[config.mk]
export PLATFORM = sky130hd
export DESIGN_NAME = kd_tree_root_ctrl
export DESIGN_NICKNAME = d
export VERILOG_FILES = /design/src/rtl/kd_tree_root_ctrl.sv
export SDC_FILE = /design/constraint.sdc
export NUM_CORES = 1
export LEC_CHECK = 0
export ABC_AREA = 1
export BUFFER_PORTS_ARGS = -buffer_cell sky130_fd_sc_hd__buf_2
export CAP_MARGIN = 20
export CORE_ASPECT_RATIO = 1.4
export CORE_MARGIN = 2
export CORE_UTILIZATION = 65
export DETAILED_ROUTE_END_ITERATION = 8
export PLACE_DENSITY = 0.8
export SETUP_SLACK_MARGIN = 0.02
export SLEW_MARGIN = 5
export SYNTH_ARGS = -nofsm -noshare
export SYNTH_HDL_FRONTEND = slang
export SYNTH_SLANG_ARGS = --single-unit
[constraint.sdc]
create_clock -name clk -period 5.1 [get_ports clk]
set_clock_uncertainty 0.05 [all_clocks]
set_input_delay 0.51 -clock clk [delete_from_list [all_inputs] [get_ports clk]]
set_output_delay 0.51 -clock clk [all_outputs]
set_load 0.01 [all_outputs]
[src/rtl/kd_tree_root_ctrl.sv]
`default_nettype none
// ============================================================================
// Module   : kd_tree_root_ctrl
// Brief    : Host-side bring-up sequencer for the kd-tree root node.
//            It buffers a batch of centers, then runs three phases: reset,
//            center fill and sort-axis configuration.
// Revision : 1.0 - initial release
// ============================================================================
module kd_tree_root_ctrl #(
    parameter int DATA_W      = 24,
    parameter int CMD_W       = 5,
    parameter int MAX_CENTERS = 16,
    parameter int CNT_W       = $clog2(MAX_CENTERS + 1),
    parameter int TIMEOUT     = 1024
) (
    input  logic              clk,
    input  logic              rst,
    input  logic              start,
    input  logic [CNT_W-1:0]  num_centers,
    input  logic [1:0]        axis,
    input  logic [DATA_W-1:0] center_in,
    input  logic              center_valid,
    output logic              center_ready,
    output logic              busy,
    output logic              done,
    output logic              error,
    output logic [CMD_W-1:0]  cmd_to_root,
    output logic [DATA_W-1:0] data_to_root,
    input  logic [CMD_W-1:0]  cmd_from_root,
    input  logic [DATA_W-1:0] data_from_root
);

    localparam int IDX_W = (MAX_CENTERS > 1) ? $clog2(MAX_CENTERS) : 1;
    localparam int TMO_W = (TIMEOUT > 1) ? $clog2(TIMEOUT) : 1;

    localparam logic [CMD_W-1:0] c_cmd_nop       = CMD_W'(5'b00000);
    localparam logic [CMD_W-1:0] c_cmd_rst       = CMD_W'(5'b11111);
    localparam logic [CMD_W-1:0] c_cmd_rst_done  = CMD_W'(5'b11110);
    localparam logic [CMD_W-1:0] c_cmd_fill      = CMD_W'(5'b00001);
    localparam logic [CMD_W-1:0] c_cmd_axis      = CMD_W'(5'b00010);
    localparam logic [CMD_W-1:0] c_cmd_fill_done = CMD_W'(5'b00101);
    localparam logic [CMD_W-1:0] c_cmd_axis_done = CMD_W'(5'b00111);

    localparam logic [2:0] c_st_idle   = 3'd0;
    localparam logic [2:0] c_st_load   = 3'd1;
    localparam logic [2:0] c_st_rst    = 3'd2;
    localparam logic [2:0] c_st_fill   = 3'd3;
    localparam logic [2:0] c_st_axis   = 3'd4;
    localparam logic [2:0] c_st_finish = 3'd5;

    localparam logic [TMO_W-1:0] c_tmo_last = TMO_W'(TIMEOUT - 1);

    logic [2:0]        r_state, w_state_nxt;
    logic [CNT_W-1:0]  r_num, w_num_nxt;
    logic [1:0]        r_axis, w_axis_nxt;
    logic [CNT_W-1:0]  r_wr_cnt, w_wr_cnt_nxt;
    logic [CNT_W-1:0]  r_rd_cnt, w_rd_cnt_nxt;
    logic [TMO_W-1:0]  r_tmo_cnt, w_tmo_cnt_nxt;
    logic              r_error, w_error_nxt;
    logic              r_center_ready, w_center_ready_nxt;
    logic              r_busy, w_busy_nxt;
    logic              r_done, w_done_nxt;
    logic [CMD_W-1:0]  r_cmd, w_cmd_nxt;
    logic [DATA_W-1:0] r_data, w_data_nxt;
    logic [DATA_W-1:0] r_buf [MAX_CENTERS];
    logic              w_accept;
    logic              w_unused;

    // Root data path is not consumed by this controller.
    assign w_unused = ^data_from_root;

    assign w_accept = (r_state == c_st_load) && center_valid && r_center_ready;

    // State and registered outputs
    always_ff @(posedge clk or negedge rst) begin
        if (!rst) begin
            r_state        <= c_st_idle;
            r_num          <= '0;
            r_axis         <= '0;
            r_wr_cnt       <= '0;
            r_rd_cnt       <= '0;
            r_tmo_cnt      <= '0;
            r_error        <= 1'b0;
            r_center_ready <= 1'b0;
            r_busy         <= 1'b0;
            r_done         <= 1'b0;
            r_cmd          <= c_cmd_nop;
            r_data         <= '0;
        end else begin
            r_state        <= w_state_nxt;
            r_num          <= w_num_nxt;
            r_axis         <= w_axis_nxt;
            r_wr_cnt       <= w_wr_cnt_nxt;
            r_rd_cnt       <= w_rd_cnt_nxt;
            r_tmo_cnt      <= w_tmo_cnt_nxt;
            r_error        <= w_error_nxt;
            r_center_ready <= w_center_ready_nxt;
            r_busy         <= w_busy_nxt;
            r_done         <= w_done_nxt;
            r_cmd          <= w_cmd_nxt;
            r_data         <= w_data_nxt;
        end
    end

    always_ff @(posedge clk) begin
        if (w_accept) begin
            r_buf[r_wr_cnt[IDX_W-1:0]] <= center_in;
        end
    end

    // Next-state logic; the expected response wins over a same-cycle timeout.
    always_comb begin
        w_state_nxt   = r_state;
        w_num_nxt     = r_num;
        w_axis_nxt    = r_axis;
        w_wr_cnt_nxt  = r_wr_cnt;
        w_rd_cnt_nxt  = r_rd_cnt;
        w_tmo_cnt_nxt = r_tmo_cnt;
        w_error_nxt   = r_error;
        case (r_state)
            c_st_idle: begin
                if (start) begin
                    if ((num_centers == '0) || (num_centers > CNT_W'(MAX_CENTERS))) begin
                        w_error_nxt = 1'b1;
                    end else begin
                        w_num_nxt    = num_centers;
                        w_axis_nxt   = axis;
                        w_error_nxt  = 1'b0;
                        w_wr_cnt_nxt = '0;
                        w_state_nxt  = c_st_load;
                    end
                end
            end
            c_st_load: begin
                if (w_accept) begin
                    w_wr_cnt_nxt = r_wr_cnt + CNT_W'(1);
                    if (r_wr_cnt + CNT_W'(1) == r_num) begin
                        w_tmo_cnt_nxt = '0;
                        w_state_nxt   = c_st_rst;
                    end
                end
            end
            c_st_rst: begin
                if (cmd_from_root == c_cmd_rst_done) begin
                    w_rd_cnt_nxt  = '0;
                    w_tmo_cnt_nxt = '0;
                    w_state_nxt   = c_st_fill;
                end else if (r_tmo_cnt == c_tmo_last) begin
                    w_error_nxt = 1'b1;
                    w_state_nxt = c_st_idle;
                end else begin
                    w_tmo_cnt_nxt = r_tmo_cnt + TMO_W'(1);
                end
            end
            c_st_fill: begin
                if (cmd_from_root == c_cmd_fill_done) begin
                    w_tmo_cnt_nxt = '0;
                    w_state_nxt   = c_st_axis;
                end else if (r_tmo_cnt == c_tmo_last) begin
                    w_error_nxt = 1'b1;
                    w_state_nxt = c_st_idle;
                end else begin
                    w_tmo_cnt_nxt = r_tmo_cnt + TMO_W'(1);
                    if (r_rd_cnt != r_num - CNT_W'(1)) begin
                        w_rd_cnt_nxt = r_rd_cnt + CNT_W'(1);
                    end
                end
            end
            c_st_axis: begin
                if (cmd_from_root == c_cmd_axis_done) begin
                    w_state_nxt = c_st_finish;
                end else if (r_tmo_cnt == c_tmo_last) begin
                    w_error_nxt = 1'b1;
                    w_state_nxt = c_st_idle;
                end else begin
                    w_tmo_cnt_nxt = r_tmo_cnt + TMO_W'(1);
                end
            end
            c_st_finish: begin
                w_state_nxt = c_st_idle;
            end
            default: begin
                w_state_nxt = c_st_idle;
            end
        endcase
    end

    // Outputs are decoded from the next state so they line up with it once registered.
    always_comb begin
        w_cmd_nxt          = c_cmd_nop;
        w_data_nxt         = '0;
        w_center_ready_nxt = (w_state_nxt == c_st_load);
        w_busy_nxt         = (w_state_nxt != c_st_idle);
        w_done_nxt         = (w_state_nxt == c_st_finish);
        case (w_state_nxt)
            c_st_rst: begin
                w_cmd_nxt = c_cmd_rst;
            end
            c_st_fill: begin
                w_cmd_nxt  = c_cmd_fill;
                w_data_nxt = r_buf[w_rd_cnt_nxt[IDX_W-1:0]];
            end
            c_st_axis: begin
                w_cmd_nxt  = c_cmd_axis;
                w_data_nxt = {{(DATA_W-2){1'b0}}, w_axis_nxt};
            end
            default: begin
                w_cmd_nxt = c_cmd_nop;
            end
        endcase
    end

    assign center_ready = r_center_ready;
    assign busy         = r_busy;
    assign done         = r_done;
    assign error        = r_error;
    assign cmd_to_root  = r_cmd;
    assign data_to_root = r_data;

endmodule
`default_nettype wire
==> impl_metrics.tcl, run 1 <==
set metrics [dict create \
    status "complete, no violations" \
    min_period_ns 3.837 \
    fmax_mhz 260.7 \
    nets 1796 \
    synth_warnings 0 \
    ir_drop_mv 0.4617 \
    drt-initial-drc-count 1391 \
    p_per_area_mw_per_mm2 495.5 \
    worstPathCellList "ha_1 > nand2_1 > nor2_1 > nand3_1 > nand2_1 > inv_1 > nand4_1 > nand2_8 > inv_4 > buf_12 > nand2_1 > nand3_1 > nand3_1 > nand3_1 > nand2_1 > nor2_1" \
    area_delta_synth_final_pct 11.82 \
    die_w_um 146.6 \
    final_cells 2135 \
    async_flop_share 0.1371 \
    netlist_instances 1659 \
    hp-class "input pin to asynchronous set/reset pin" \
    dp_cells 2055 \
    worstSetupPathType "flop to flop" \
    dp_slack_ns 1.337 \
    grt_antenna_before_repair 1 \
    dieArea_mm2 0.02986 \
    synth.distinct_cells 36 \
    synth_ff_type "edfxtp_1" \
    worst_path_largest_cell_delay_ns 0.55 \
    slowest_stage "inv_4" \
    track_usage 0.2882 \
    critPathBufInv 3 \
    synth_xor_area_frac 0.004259 \
    ioPinCount 97 \
    grt_max_degree 129 \
    synth-simple-area-share 0.2298 \
    slew_headroom 0.4040 \
    grt_pass1_vias 12280 \
    final-hold-violation-count 0 \
    tns_ns 0 \
    report.final.slew_viol_count 0 \
    core_mm2 0.02822 \
    yosys-mux-area-fraction 0 \
    grt-ovfl-total 0 \
    cp_max_fo 67 \
    drive_gt1_frac 0.1171 \
    ys_ff_latch 445 \
    drc_errors 0 \
    synth_area_per_cell_um2 11.16 \
    portBuffers 72 \
    htreeDepth 2 \
    cts_root_buf "clkbuf_16" \
    start_util 0.6557 \
    final.period_utilization 0.7523 \
    synth_edf_count 384 \
    postCtsHoldBufs 0 \
    maxCapViolations 0 \
    drt_first_pass_iters 8 \
    fillers 1749 \
    crit_family "simple AND/OR/NAND/NOR gates" \
    timing.final.ws_setup_ns 1.263 \
    setup_violations 0 \
    wire_per_inst_um 20.11 \
    cts.clk_slew.worst_paths_ns 0.07 \
    rsz0062_at_grt "no" \
    yosysSeqAreaShare 0.7056 \
    insertion_delay_ns 0.56 \
    clockBufferDepth 3 \
    arrival_ns 4.23 \
    post_cts_buffers 0 \
    power_leakage_nw 8.055 \
    rows 73 \
    synth_top_family_by_area "simple AND/OR/NAND/NOR gates" \
    tightestPinTransition_ns 0.8927 \
    die_y_um 203.7 \
    cp-start-kind "flop" \
    numCtsBuffers 42 \
    required_ns 5.49 \
    grt_pass1_wl_mm 65.70 \
    worstSetupEndpointType "flop" \
    synth_compound_area_frac 0.01670 \
    viasPerCell 5.960 \
    cts_sinks 445 \
    synth_fa_ha_area_frac 0.004733 \
    totalWireLength_mm 42.93 \
    synth_area_mm2 0.01851 \
    tritoncts "done" \
    synth_fp_nets 1730 \
    antenna_left 0 \
    ctsResizeCount 0 \
    hpwl_mm 22.20 \
    globalplace.congestion 0.8379 \
    vias 12730 \
]
## worst register-to-register path: cells and delay by family (launching register included)
kind,cells,cell delay (ns)
fa+ha+maj,1,0.21
flops,1,0.39
simple gates,12,2.10
buf+inv,3,0.99
## kinds of logic after synthesis
family                     Yosys count
adders and majority gates            7
xor gates and xnor gates             9
and+or+nand+nor                    991
DFF                                445
buffers and inverters              150
AOI/OAI and AO/OA                   57
## report_power, final
part           internal (mW)  leakage [nW]  switching (mW)  total (mW)
Combinational          0.791          3.07            1.86        2.65
Clock                   1.95         0.712            1.32        3.27
Sequential              4.22          4.28           0.114        4.33
Total                   6.96          8.05            3.30        10.3
## Yosys cell counts, types with 4 or more instances
cell type,n,area (um2)
buf_4,7,52.55
inv_1,58,217.7
edfxtp_1,384,11530
o22ai_1,4,25.02
clkbuf_1,22,82.58
nand3b_1,5,37.54
buf_6,11,123.9
nand3_1,343,1717
a21oi_1,30,150.1
o21ai_0,16,80.08
ha_1,7,87.58
nand4_1,10,62.56
dfrtp_1,61,1526
inv_2,6,22.52
xor2_1,6,52.55
buf_1,7,26.28
buf_2,38,190.2
nor2_1,116,435.4
nand2_1,503,1888
## layer usage
| metal | vias up | routed length, um | track usage |
|---|---|---|---|
| met3 | 118 | 3633 | 0.04139 |
| met1 | 6107 | 15930 | 0.3619 |
| met5 | - | 0 | 0 |
| met2 | 654 | 21730 | 0.4956 |
| li1 | 5846 | - | - |
| met4 | 0 | 1639 | 0.1411 |
## per-stage QoR
step | util | hold slack [ns] | power [mW] | cell area [um2]
after global routing | 0.7332 | 0.1527 | 10.72 | 20690
after CTS | 0.7321 | 0.1231 | 10.24 | 20660
after detailed placement | 0.6807 | 0.4068 | 7.005 | 19210
after floorplan | - | 0.1644 | 6.370 | 18510
after global placement | 0.6807 | 0.4038 | 6.914 | 19210
final | 0.7332 | 0.1045 | 10.25 | 20690
## area by class of cell
cell class              instances  area, um2  area share
clock buffers                  55       1184     0.05720
well taps                     375      469.2     0.02267
inverters                      65      246.5     0.01191
clock inverters                23      269.0     0.01300
diodes                          1      2.502   0.0001209
repair buffers                107      680.7     0.03289
multi-input cells            1064       4785      0.2312
flip-flops and latches        445      13060      0.6310
## worst paths after layout
| check | start | slack (ns) | depth (start not counted) | to |
|---|---|---|---|---|
| worst max-delay path | r_tmo_cnt[0] | 1.26 | 16 | data_to_root[23] |
| worst min-delay path | rst | 0.10 | 2 | r_rd_cnt[3] |
| worst max register to register | r_tmo_cnt[0] | 1.26 | 16 | data_to_root[23] |
| worst min register to register | r_axis[0] | 0.42 | 2 | r_axis[0] |
| max in group asynchronous | rst | 4.31 | 2 | data_to_root[7] |
| min in group clk | num_centers[4] | 0.14 | 3 | r_num[4] |
## flip-flops by register name (all words and copies together) (netlist names), 2 cells and up
name / flops
cmd_to_root: 3
data_to_root: 24
r_axis: 2
r_buf: 384
r_num: 5
r_rd_cnt: 5
r_state: 3
r_tmo_cnt: 10
r_wr_cnt: 5
## cells in the final DEF (no fill, tap or decap), types with 30 or more instances in the layout
master,n
a21oi_1,30
edfxtp_1,384
inv_1,57
nand2_1,502
nand3_1,343
buf_4,31
clkbuf_16,45
buf_2,72
dfrtp_1,61
nor2_1,100
(Power assumes the default switching activity.)
==> run 2, diff against run 1 <==
Settings changed: CORE_UTILIZATION 65 to 55, PLACE_DENSITY 0.8 to 0.72.
Clock period 5.1 ns to 3.5 ns, I/O delays scaled along.
==> run 2 against run 1 <==
Via count rose by 0.84%. Die area rose by 18%. Sequential power rose by 46%. Cell count rose by 4.1%. Sequential share of layout area fell by 0.85 points. Largest cell class unchanged. Largest power group unchanged. Maximum frequency rose by 22%. Register-to-register slack got worse by 0.90 ns. Cell area rose by 1.4%. Hold slack got worse by 0.088 ns. Count of clock-buffer cells in the layout fell by 2. First-iteration DRC count fell by 7.8%.
==> impl_metrics.tcl, run 2 (same netlist as run 1, synthesis figures left out) <==
set metrics [dict create \
    die_w_um 159.0 \
    drc_errors 0 \
    vias 12830 \
    globalplace.congestion 0.7874 \
    rows 79 \
    cts.clk_slew.worst_paths_ns 0.06 \
    htreeDepth 2 \
    ir_drop_mv 0.4788 \
    drt-initial-drc-count 1283 \
    start_util 0.5572 \
    grt_pass1_wl_mm 68.44 \
    arrival_ns 3.52 \
    nets 1815 \
    wire_per_inst_um 20.08 \
    worstPathCellList "inv_1 > ha_1 > inv_1 > nand2_1 > nand2_1 > nor2_1 > nand2_1 > nor2_1 > nand2_1 > nand4_1 > buf_4 > nand3_1 > nand3_1 > nand3_1 > nand3_1 > nand2_1 > nor2_1" \
    totalWireLength_mm 44.63 \
    p_comb_frac 0.269 \
    largest_register_ffs 384 \
    crit_family "simple AND/OR/NAND/NOR gates" \
    use_met1 0.3119 \
    power_leakage_nw 8.150 \
    slowest_stage "buf_4" \
    top_usage_layer "met2" \
    drive_gt1_frac 0.1249 \
    numCtsBuffers 42 \
    whs_ns 0.01673 \
    finalInstanceArea_mm2 0.02098 \
    drt_first_pass_iters 6 \
    ioPinCount 97 \
    antennaDiodeCount 0 \
    critPathBufInv 3 \
    grt_pass1_vias 12720 \
    grt_max_degree 93 \
    hp-class "input pin to flop" \
    maxCapViolations 0 \
    track_usage 0.2506 \
    rsz0062_at_grt "no" \
    slew_headroom 0.3889 \
    antenna_left 0 \
    core_mm2 0.03321 \
    cp-start-kind "flop" \
    insertion_delay_ns 0.56 \
    min_period_ns 3.142 \
    post_cts_buffers 0 \
    required_ns 3.88 \
    intPower_mw 10.16 \
    portBuffers 72 \
    fmax_mhz 318.3 \
    hpwl_mm 23.84 \
    globalRouteMet3Util 0.03318 \
    tritoncts "done" \
    place_area_mm2 0.01949 \
    cp_common_cell "nand2_1" \
    tightestPinTransition_ns 0.9166 \
    cp_max_fo 42 \
    setup_violations 0 \
    status "complete, no violations" \
    grt_antenna_before_repair 0 \
    cts_root_buf "clkbuf_16" \
    die_y_um 221.0 \
    viasPerCell 5.772 \
    report.final.slew_viol_count 0 \
    tns_ns 0 \
    worst_path_largest_cell_delay_ns 0.56 \
    grt_util_met2 0.4419 \
    p_per_area_mw_per_mm2 716.9 \
    clockBufferDepth 3 \
    grt-ovfl-total 0 \
    final-hold-violation-count 0 \
    area_delta_synth_final_pct 13.35 \
    fillers 2539 \
    p_seq_frac 0.419 \
    final_common_cell "nand2_1" \
    worstSetupPathType "flop to flop" \
    clock_power_share 0.311 \
    cts_sinks 445 \
    worstSetupEndpointType "flop" \
    swShare 0.3245 \
    power.switching_mw 4.880 \
    layout_common_cells "nand2_1 (502), edfxtp_1 (384), nand3_1 (343)" \
    final.period_utilization 0.8976 \
    dieArea_mm2 0.03515 \
]
run 2: changes by cell type in the layout (fill, tap and decap cells not counted), moves of 2 or more:
cell,before,now
buf_12,3,8
buf_4,31,40
clkbuf_16,45,42
clkinv_1,7,5
clkinv_4,0,2
dlygate4sd3_1,0,5
run 2: worst reg2reg max path, delay by kind of cell, from the launching register on:
family | cells | cell delay, ns
buffers and inverters | 3 | 0.70
adders and majority gates | 1 | 0.31
DFF | 1 | 0.37
and+or+nand+nor | 13 | 1.60
run 2: area by class of cell:
| type | instances | area, um2 | area share |
|---|---|---|---|
| clock buffers | 53 | 1122 | 0.05350 |
| clock inverters | 25 | 304.0 | 0.01449 |
| inverters | 65 | 247.7 | 0.01181 |
| multi-input cells | 1064 | 4790 | 0.2283 |
| flip-flops and latches | 445 | 13060 | 0.6225 |
| well taps | 445 | 556.8 | 0.02654 |
| repair buffers | 126 | 898.4 | 0.04283 |
run 2: metal layers:
layer,part of all wire,vias to the layer above
li1,-,5890
met1,0.38,6215
met2,0.50,610
met3,0.078,117
met4,0.036,0
met5,0,-
run 2: metrics by stage:
stage,setup slack [ns],power (mW),util,cells
2_1_floorplan,0.8031,9.282,-,1659
3_3_place_gp,0.4282,10.26,0.5869,2140
3_5_place_dp,0.3850,10.41,0.5869,2140
4_1_cts,0.3644,15.07,0.6314,2223
5_1_grt,0.02826,15.79,0.6316,2223
6_report,0.3585,15.04,0.6316,2223
run 2: power by group through the flow:
stage / Sequential, mW / Combinational (mW) / Clock [mW]
after floorplan: 6.40 / 2.88 / 0
after global placement: 6.40 / 3.86 / 0
after detailed placement: 6.41 / 4.00 / 0
after CTS: 6.30 / 4.04 / 4.73
after global routing: 6.33 / 4.53 / 4.93
final: 6.31 / 4.05 / 4.68
run 2: repair_timing:
| item | CTS | global route |
|---|---|---|
| endpoints found under the hold margin | 26 | 0 |
| hold buffers | 5 | 0 |
| gates resized for setup | 0 | 1 |
| endpoints found under the setup margin | 0 | 1 |
run 2: worst paths after layout:
check | startpoint | endpoint | slack [ns] | cells after the start
worst max-delay path | r_num[0] | data_to_root[16] | 0.36 | 17
worst min-delay path | num_centers[3] | r_num[3] | 0.02 | 3
worst max register to register | r_num[0] | data_to_root[16] | 0.36 | 17
worst min register to register | r_axis[0] | r_axis[0] | 0.42 | 2
max in group asynchronous | rst | data_to_root[15] | 2.29 | 3
min in group asynchronous | rst | data_to_root[1] | 0.50 | 3
